## config.mk

```make
export PLATFORM = sky130hd
export DESIGN_NAME = xor_decrypt_core
export DESIGN_NICKNAME = d
export VERILOG_FILES = /design/src/rtl/xor_cipher_pkg.sv /design/src/rtl/sipo_shift_reg.sv /design/src/rtl/xor_decrypt_core.sv
export SDC_FILE = /design/constraint.sdc
export NUM_CORES = 1
export LEC_CHECK = 0
export BUFFER_PORTS_ARGS = -buffer_cell sky130_fd_sc_hd__buf_4
export CORE_ASPECT_RATIO = 0.9
export CORE_UTILIZATION = 55
export DETAILED_ROUTE_END_ITERATION = 8
export PLACE_DENSITY_LB_ADDON = 0.05
export SYNTH_ARGS = -nofsm -noshare
export SYNTH_HDL_FRONTEND = slang
export SYNTH_SLANG_ARGS = --single-unit
```

## constraint.sdc

```tcl
create_clock -name iClk -period 4.7 [get_ports iClk]
set_clock_uncertainty 0.05 [all_clocks]
set_input_delay 0 -clock iClk [delete_from_list [all_inputs] [get_ports iClk]]
set_output_delay 0 -clock iClk [all_outputs]
set_load 0.01 [all_outputs]
```

## src/rtl/xor_cipher_pkg.sv

```systemverilog
// Shared definitions for the serial XOR cipher path.
// State encoding, default widths and key replication.
package xor_cipher_pkg;

    localparam int DEF_KEY_SIZE = 4;
    localparam int DEF_MSG_SIZE = 8;
    localparam int REP_MAX      = 64;

    localparam logic [2:0] IDLE     = 3'd0;
    localparam logic [2:0] LOAD_KEY = 3'd1;
    localparam logic [2:0] LOAD_CT  = 3'd2;
    localparam logic [2:0] DECRYPT  = 3'd3;
    localparam logic [2:0] SEND     = 3'd4;
    localparam logic [2:0] DONE     = 3'd5;

    // Message bit i takes key bit (i mod keySize), so key MSB meets message MSB.
    function automatic logic [REP_MAX-1:0] replicateKey(
        input logic [REP_MAX-1:0] key,
        input int                 keySize
    );
        logic [REP_MAX-1:0] rep;
        rep = '0;
        for (int i = 0; i < REP_MAX; i++) begin
            rep[i] = key[i % keySize];
        end
        return rep;
    endfunction

endpackage

```

## src/rtl/sipo_shift_reg.sv

```systemverilog
// Serial-in parallel-out register, MSB first.
// Shifts left on enable; asynchronous active-high clear.
module sipo_shift_reg #(
    parameter int WIDTH = 8
) (
    input  logic             iClk,
    input  logic             iClr,
    input  logic             iEn,
    input  logic             iData,
    output logic [WIDTH-1:0] oQ
);

    generate
        if (WIDTH > 1) begin : gWide
            always_ff @(posedge iClk or posedge iClr) begin
                if (iClr) begin
                    oQ <= '0;
                end else if (iEn) begin
                    oQ <= {oQ[WIDTH-2:0], iData};
                end
            end
        end else begin : gBit
            always_ff @(posedge iClk or posedge iClr) begin
                if (iClr) begin
                    oQ <= '0;
                end else if (iEn) begin
                    oQ <= iData;
                end
            end
        end
    endgenerate

endmodule

```

## src/rtl/xor_decrypt_core.sv

```systemverilog
// Serial XOR decryptor: loads key and ciphertext bit-serially,
// returns plaintext MSB-first on the same single-pin protocol.
module xor_decrypt_core
    import xor_cipher_pkg::*;
#(
    parameter int KEY_SIZE = DEF_KEY_SIZE,
    parameter int MSG_SIZE = DEF_MSG_SIZE
) (
    input  logic iClk,
    input  logic iRst,
    input  logic iEn,
    input  logic iData_in,
    input  logic iLoad_key,
    input  logic iLoad_ct,
    output logic oData_out,
    output logic oValid,
    output logic oDone_flag,
    output logic oKey_valid,
    output logic oBusy
);

    localparam int CW = $clog2(MSG_SIZE) + 1;
    localparam logic [CW-1:0] KEY_LAST = CW'(KEY_SIZE - 1);
    localparam logic [CW-1:0] CT_LAST  = CW'(MSG_SIZE - 1);
    localparam logic [CW-1:0] MSG_END  = CW'(MSG_SIZE);

    logic [2:0]          state;
    logic [2:0]          stateNxt;
    logic [CW-1:0]       bitCnt;
    logic [KEY_SIZE-1:0] keyReg;
    logic [MSG_SIZE-1:0] ctReg;
    logic [MSG_SIZE-1:0] ptReg;
    logic [MSG_SIZE-1:0] keyRep;
    logic                keyStart;
    logic                ctStart;
    logic                keyShift;
    logic                ctShift;
    logic                keyLast;
    logic                ctLast;

    assign keyStart = iEn && (state == IDLE) && iLoad_key;
    assign ctStart  = iEn && (state == IDLE) && !iLoad_key
                      && iLoad_ct && oKey_valid;
    assign keyShift = keyStart || (iEn && (state == LOAD_KEY));
    assign ctShift  = ctStart || (iEn && (state == LOAD_CT));
    assign keyLast  = (bitCnt == KEY_LAST);
    assign ctLast   = (bitCnt == CT_LAST);
    assign keyRep   = MSG_SIZE'(replicateKey(REP_MAX'(keyReg), KEY_SIZE));

    sipo_shift_reg #(.WIDTH(KEY_SIZE)) uKeySr (
        .iClk  (iClk),
        .iClr  (iRst),
        .iEn   (keyShift),
        .iData (iData_in),
        .oQ    (keyReg)
    );

    sipo_shift_reg #(.WIDTH(MSG_SIZE)) uCtSr (
        .iClk  (iClk),
        .iClr  (iRst),
        .iEn   (ctShift),
        .iData (iData_in),
        .oQ    (ctReg)
    );

    always_comb begin
        stateNxt = state;
        if (iEn) begin
            unique case (state)
                IDLE: begin
                    if (iLoad_key) begin
                        stateNxt = LOAD_KEY;
                    end else if (iLoad_ct && oKey_valid) begin
                        stateNxt = LOAD_CT;
                    end
                end
                LOAD_KEY: if (keyLast) stateNxt = IDLE;
                LOAD_CT:  if (ctLast) stateNxt = DECRYPT;
                DECRYPT:  stateNxt = SEND;
                SEND:     if (bitCnt == MSG_END) stateNxt = DONE;
                DONE:     stateNxt = IDLE;
                default:  stateNxt = IDLE;
            endcase
        end
    end

    always_ff @(posedge iClk or posedge iRst) begin
        if (iRst) begin
            state      <= IDLE;
            bitCnt     <= '0;
            ptReg      <= '0;
            oData_out  <= 1'b0;
            oValid     <= 1'b0;
            oDone_flag <= 1'b0;
            oKey_valid <= 1'b0;
            oBusy      <= 1'b0;
        end else if (iEn) begin
            state      <= stateNxt;
            oBusy      <= (stateNxt != IDLE);
            oDone_flag <= (stateNxt == DONE);
            unique case (state)
                IDLE: begin
                    // The start-cycle bit is already the MSB, so count from 1.
                    if (keyStart || ctStart) bitCnt <= CW'(1);
                    if (keyStart) oKey_valid <= 1'b0;
                end
                LOAD_KEY: begin
                    bitCnt <= bitCnt + 1'b1;
                    if (keyLast) oKey_valid <= 1'b1;
                end
                LOAD_CT: begin
                    bitCnt <= bitCnt + 1'b1;
                end
                DECRYPT: begin
                    ptReg  <= ctReg ^ keyRep;
                    bitCnt <= '0;
                end
                SEND: begin
                    if (bitCnt == MSG_END) begin
                        oValid    <= 1'b0;
                        oData_out <= 1'b0;
                    end else begin
                        oValid    <= 1'b1;
                        oData_out <= ptReg[MSG_SIZE-1];
                        ptReg     <= ptReg << 1;
                        bitCnt    <= bitCnt + 1'b1;
                    end
                end
                default: ;
            endcase
        end
    end

endmodule

```

**Word level (Yosys, flattened, before mapping)**

Cells that the tools add are included.

- Input bits: 6
- Output and inout port bits: 5
- Logic and storage cells: 63
- Bits in latches: 0
- Memories kept: 0
- Bits in registers: 32
- Bits in read-only memories: 0
- RAM bits: 0

- Equal/unequal tests: 12
- Shift operators: 0
- Div/mod/pow operators: 0
- Add/subtract/negate cells: 1
- Reduce and logical (&&, ||, !) cells: 22
- Multipliers: 0
- Mux-type cells: 17
- Bitwise gates (word level): 1
- Order comparisons: 0

Operators with widths:

| cell | count |
|---|---|
| $mux 3 | 6 |
| $pmux 4 s4 | 1 |
| $pmux 8 s2 | 1 |
| $pmux 3 s5 | 1 |
| $logic_and 1x1->1 | 8 |
| $mux 4 | 2 |
| $mux 8 | 1 |
| $reduce_and 4->1 | 2 |
| $xor 8x8->8 | 1 |
| $eq 3x2->1 const B | 2 |
| $eq 3x3->1 const B | 2 |
| $ne 2x2->1 const B | 3 |
| $add 4x1->4 const B | 1 |
| $eq 4x2->1 const B | 1 |
| $eq 4x3->1 const B | 1 |
| $eq 4x4->1 const B | 1 |
| $mux 1 | 4 |
| $reduce_bool 2->1 | 2 |
| $reduce_bool 4->1 | 1 |
| $eq 3x1->1 const B | 1 |
| $logic_not 3->1 | 1 |
| $logic_or 1x1->1 | 3 |
| $reduce_and 3->1 | 1 |
| $reduce_bool 3->1 | 1 |
| 5 further kinds | 5 |

**Logic depth before layout (Yosys ltp)**

- Depth after elaboration: 8
- Depth in mapped cells: 6
- Mapped depth without buffers: 6

**Hierarchy**

From an unflattened synthesis, not the netlist that was laid out.

- Cells, all modules: 161
- Area total of the unflattened synthesis: 1,757.9 um2

By module, submodules not included:

| module | sequential area each (um2) | cells each | times used | area each (um2) |
|---|---|---|---|---|
| xor_decrypt_core | 500.5 | 134 | 1 | 1,273.7 |
| sipo_shift_reg (uCtSr) | 200.2 | 18 | 1 | 335.3 |
| sipo_shift_reg (uKeySr) | 100.1 | 9 | 1 | 148.9 |

**Worst setup path after synthesis**

No wires, ideal clock.

- Path type: register to register
- Start: register bitCnt[0]
- End: register ptReg[1]
- Stages on the path, launching flop included: 7
- Data required time: 4.525 ns
- Setup time: 0.125 ns
- Setup slack: 3.010 ns
- Arrival time: 1.515 ns
- Cells stage by stage: dfrtp_1 inv_1 ha_1 nand3b_1 and2_4 o21ai_4 mux2_4

- Cells in the longest elaborated chain, start to end: 3

RTL lines:

| what | RTL line | source |
|---|---|---|
| start, declared | xor_decrypt_core.sv:29 | `logic [CW-1:0] bitCnt;` |
| start signal, assigned | xor_decrypt_core.sv:108 | `bitCnt <= bitCnt + 1'b1;` |
| start signal, assigned | xor_decrypt_core.sv:112 | `bitCnt <= bitCnt + 1'b1;` |
| start signal, assigned | xor_decrypt_core.sv:126 | `bitCnt <= bitCnt + 1'b1;` |
| $eq 4x4->1 | xor_decrypt_core.sv:119 | `if (bitCnt == MSG_END) begin` |
| $ne 2x2->1 (no line) | -- |  |
| $reduce_and 3->1 (no line) | -- |  |
| end signal, assigned | xor_decrypt_core.sv:115 | `ptReg <= ctReg ^ keyRep;` |
| end signal, assigned | xor_decrypt_core.sv:125 | `ptReg <= ptReg << 1;` |
| end, declared | xor_decrypt_core.sv:32 | `logic [MSG_SIZE-1:0] ptReg;` |

Every way passes these cells.
A chain may end at the register's enable or synchronous reset.

**Worst setup path in the final report**

- Start: register state[1]
- End: register bitCnt[3]

- Cells in the longest elaborated chain, start to end: 8
- Elaborated cells on any way between the ends: 17
- Classes of those cells: eq/ne: 6; mux: 1; reduce/logical: 10

RTL lines:

| what | RTL line | source |
|---|---|---|
| start, declared | xor_decrypt_core.sv:27 | `logic [2:0] state;` |
| start signal, assigned | xor_decrypt_core.sv:98 | `state <= stateNxt;` |
| $logic_not 3->1 | xor_decrypt_core.sv:41, xor_decrypt_core.sv:42, xor_decrypt_core.sv:101 |  |
| $logic_and 1x1->1 | xor_decrypt_core.sv:41, xor_decrypt_core.sv:42 |  |
| $logic_and 1x1->1 | xor_decrypt_core.sv:42 | `assign ctStart = iEn && (state == IDLE) && !iLoad_key` |
| $logic_and 1x1->1 (2 in series) | xor_decrypt_core.sv:43 | `&& iLoad_ct && oKey_valid;` |
| $logic_or 1x1->1 | xor_decrypt_core.sv:104 | `if (keyStart \|\| ctStart) bitCnt <= CW'(1);` |
| $ne 2x1->1 (no line) | -- |  |
| $reduce_and 4->1 (no line) | -- |  |

Several ways; a longest one is shown, not always the timed one.

==> run_results.csv <==
group,metric,value,unit
status,status,"complete, no violations",
grt,antenna_found_initial,0,
grt,grt_pass1_wl,5.009,mm
clock_network,cts_tree,"done",
timing,fmax,0.4917,GHz
drt,viasPerCell,5.397,
setup_path,worstPathArrival,2.20,ns
place,dpl_cell_area,1819,um^2
clock_network,clkSinkCount,32,
timing,fin_crit_sh,0.4327,
timing,period_needed,2.034,ns
drt,postRouteAntennaNets,0,
floorplan,die_x,61.00,um
logic_synthesis,ys_warn_count,0,
drt,drt_first_pass_iters,4,
drt,wl,2.955,mm
power,internal_power,0.7189,mW
drt,num_vias,1128,
power,powerDensity,595.8,nW/um^2
finish,fin_area,1916,um^2
logic_synthesis,synth-seq-area-share,0.4648,
hold_path,worstHoldPathType,"primary input to asynchronous set/reset pin",
finish,mostFrequentLayoutCell,"dfrtp_1",
place,io_buffer_count,10,
power,leakage,0.8485,nW
power,power_frac_seq,0.447,
setup_path,cp.required,4.86,ns
timing,slew_violations,0,
setup_path,startpoint_type,"register",
finish,fin_nets,177,
power,irDropWorstVdd,0.0003636,V
finish,n_fill_cell,232,
clock_network,htreeDepth,2,
finish,area_growth,11.18,%
logic_synthesis,syn_nets,160,
timing,hold_viol_final,0,
power,swShare,0.3701,
timing,rsz0062_at_grt,"false",
timing,slew_headroom,0.6038,
finish,insertedDiodeCount,0,
drt,wl_per_cell,14.14,um
power,p_clk_frac,0.124,
floorplan,die_area,3361,um^2
setup_path,worstRegToRegCells,4,
clock_network,ctsLongestPathBuffers,2,
clock_network,clk_latency,0.33,ns
timing,tightest_slew,0.5936,ns
floorplan,ios,11,
logic_synthesis,syn_avg_cell_area,11.33,um^2
logic_synthesis,syn_area,1723,um^2
setup_path,crit_type,"register to register",
floorplan,die_h,55.10,um
grt,grt_max_degree,33,
power,pwr-share-comb,0.429,
logic_synthesis,syn_inst,152,
logic_synthesis,ys_types,39,
place,globalplace.congestion,0.8296,
finish,final_cell_mix,"dfrtp_1 (32), nand2_1 (19), mux2_4 (15), o21ai_0 (12), buf_4 (11)",
power,switching_power,0.4223,mW
drt,first_iter_violations,64,
floorplan,start_util,0.6024,
clock_network,path_clk_slew,0.09,ns
setup_path,worstPathMaxFanout,19,
clock_network,cts_buffers,5,
grt,grt_use_total,0.2164,
floorplan,core-area,2860,um^2
floorplan,rows,18,
drt,drcViolationCount,0,
timing,setup_viol,0,
grt,grt_pass1_vias,1054,
clock_network,cts_root_buf,"clkbuf_4",
place,hpwl,2.102,mm
grt,gr-total-overflow,0,
logic_synthesis,synth-seq-cells,32,
finish,drive_above_1_share,0.2722,
timing,finalSetupTns,0,ns
setup_path,endpoint_kind,"register",
flow_run,drv_cap,0,
clock_network,cts_setup_buffers,0,
through the flow:
| step | utilization | power, mW | worst slack (ns) | hold slack (ns) | std cells |
|---|---|---|---|---|---|
| after floorplan | - | 0.8918 | 3.010 | 0.06620 | 152 |
| after global placement | 0.6360 | 0.9801 | 2.741 | 0.05904 | 197 |
| after detailed placement | 0.6360 | 1.003 | 2.678 | 0.06490 | 197 |
| after CTS | 0.6697 | 1.152 | 2.658 | 0.2623 | 209 |
| after global routing | 0.6697 | 1.236 | 2.528 | 0.3005 | 209 |
| final | 0.6697 | 1.141 | 2.666 | 0.2577 | 209 |
cells by family (layout without fill, tap and decap cells):
logic type,Yosys count,after routing,share of synthesized area
flip-flops,32,32,0.4648
buffers and inverters,14,31,0.03849
adder cells (fa/ha/maj),2,2,0.01452
XOR/XNOR,9,9,0.04575
AO/OA/AOI/OAI,35,35,0.1452
AND/OR/NAND/NOR,41,41,0.1344
multiplexers,19,19,0.1569
timing repair:
item | CTS | global route
setup endpoints to repair | 0 | 0
hold buffers | 5 | 0
gates resized for setup | 0 | 0
endpoints found under the hold margin | 40 | 0
sequential cells by signal, indices dropped and copies added, names as in the netlist:
register    cells
oKey_valid      1
uKeySr.oQ       4
uCtSr.oQ        8
bitCnt          4
oDone_flag      1
oValid          1
oBusy           1
oData_out       1
state           3
ptReg           8
path summary, 6_finish.rpt:
check	slack (ns)	from	endpoint
min	0.26	iRst	ptReg[6]
min reg2reg	0.43	oValid	oValid
min in group iClk	0.41	iData_in	uCtSr.oQ[0]
max	2.67	state[1]	bitCnt[3]
max reg2reg	2.67	state[1]	bitCnt[3]
max in group asynchronous	4.05	iRst	bitCnt[1]
power groups by stage:
stage | clock network, mW | logic [mW] | registers, mW
3_3_place_gp | 0 | 0.471 | 0.509
6_report | 0.142 | 0.489 | 0.510
4_1_cts | 0.147 | 0.493 | 0.512
5_1_grt | 0.158 | 0.544 | 0.533
3_5_place_dp | 0 | 0.488 | 0.515
2_1_floorplan | 0 | 0.417 | 0.474
area by class of cell:
type | instances | area [um^2] | area share
Clock buffer | 6 | 41.29 | 0.02155
Tap cell | 40 | 50.05 | 0.02613
Sequential cell | 32 | 800.8 | 0.4180
Timing Repair Buffer | 16 | 132.6 | 0.06924
Multi-Input combinational cell | 106 | 855.8 | 0.4468
Clock inverter | 1 | 5.005 | 0.002613
Inverter | 8 | 30.03 | 0.01568
layer usage:
| layer | vias up | global-route usage | wire length, um |
|---|---|---|---|
| met4 | 0 | 0.1136 | 56 |
| li1 | 573 | - | - |
| met5 | - | 0 | 0 |
| met3 | 7 | 0.06279 | 92 |
| met1 | 531 | 0.2957 | 1515 |
| met2 | 17 | 0.3114 | 1290 |
synth_stat cells (all sizes together):
library cell	n	area, um^2
and2	1	8.760
o21ai	15	86.34
or2	2	12.51
xor2	2	17.52
nor2	8	30.03
dfrtp	32	800.8
a22oi	2	15.01
nand2b	1	6.260
nand3b	1	7.510
a31oi	4	25.02
a21o	1	7.510
nor2b	2	12.51
xnor2	7	61.31
buf	5	32.53
a2111oi	1	8.760
clkbuf	1	3.750
inv	8	30.03
o31a	1	8.760
mux2	19	270.3
ha	2	25.02
a32o	3	30.03
nand4bb	1	11.26
nand3	2	15.01
o211ai	2	15.01
nand2	19	71.32
a2bb2o	1	20.02
nor3	2	26.28
a311oi	1	8.760
o22ai	1	6.260
and3	1	11.26
a21oi	2	10.01
nor3b	1	18.77
o2bb2ai	1	8.760
worst max-delay path: stages, from the launching register on:
cell	delay (ns)
dfrtp_1	0.56
nor3b_4	0.59
and3_4	0.30
a2bb2o_4	0.21
a32o_1	0.20
No activity file was read; power rests on OpenSTA's default activity.
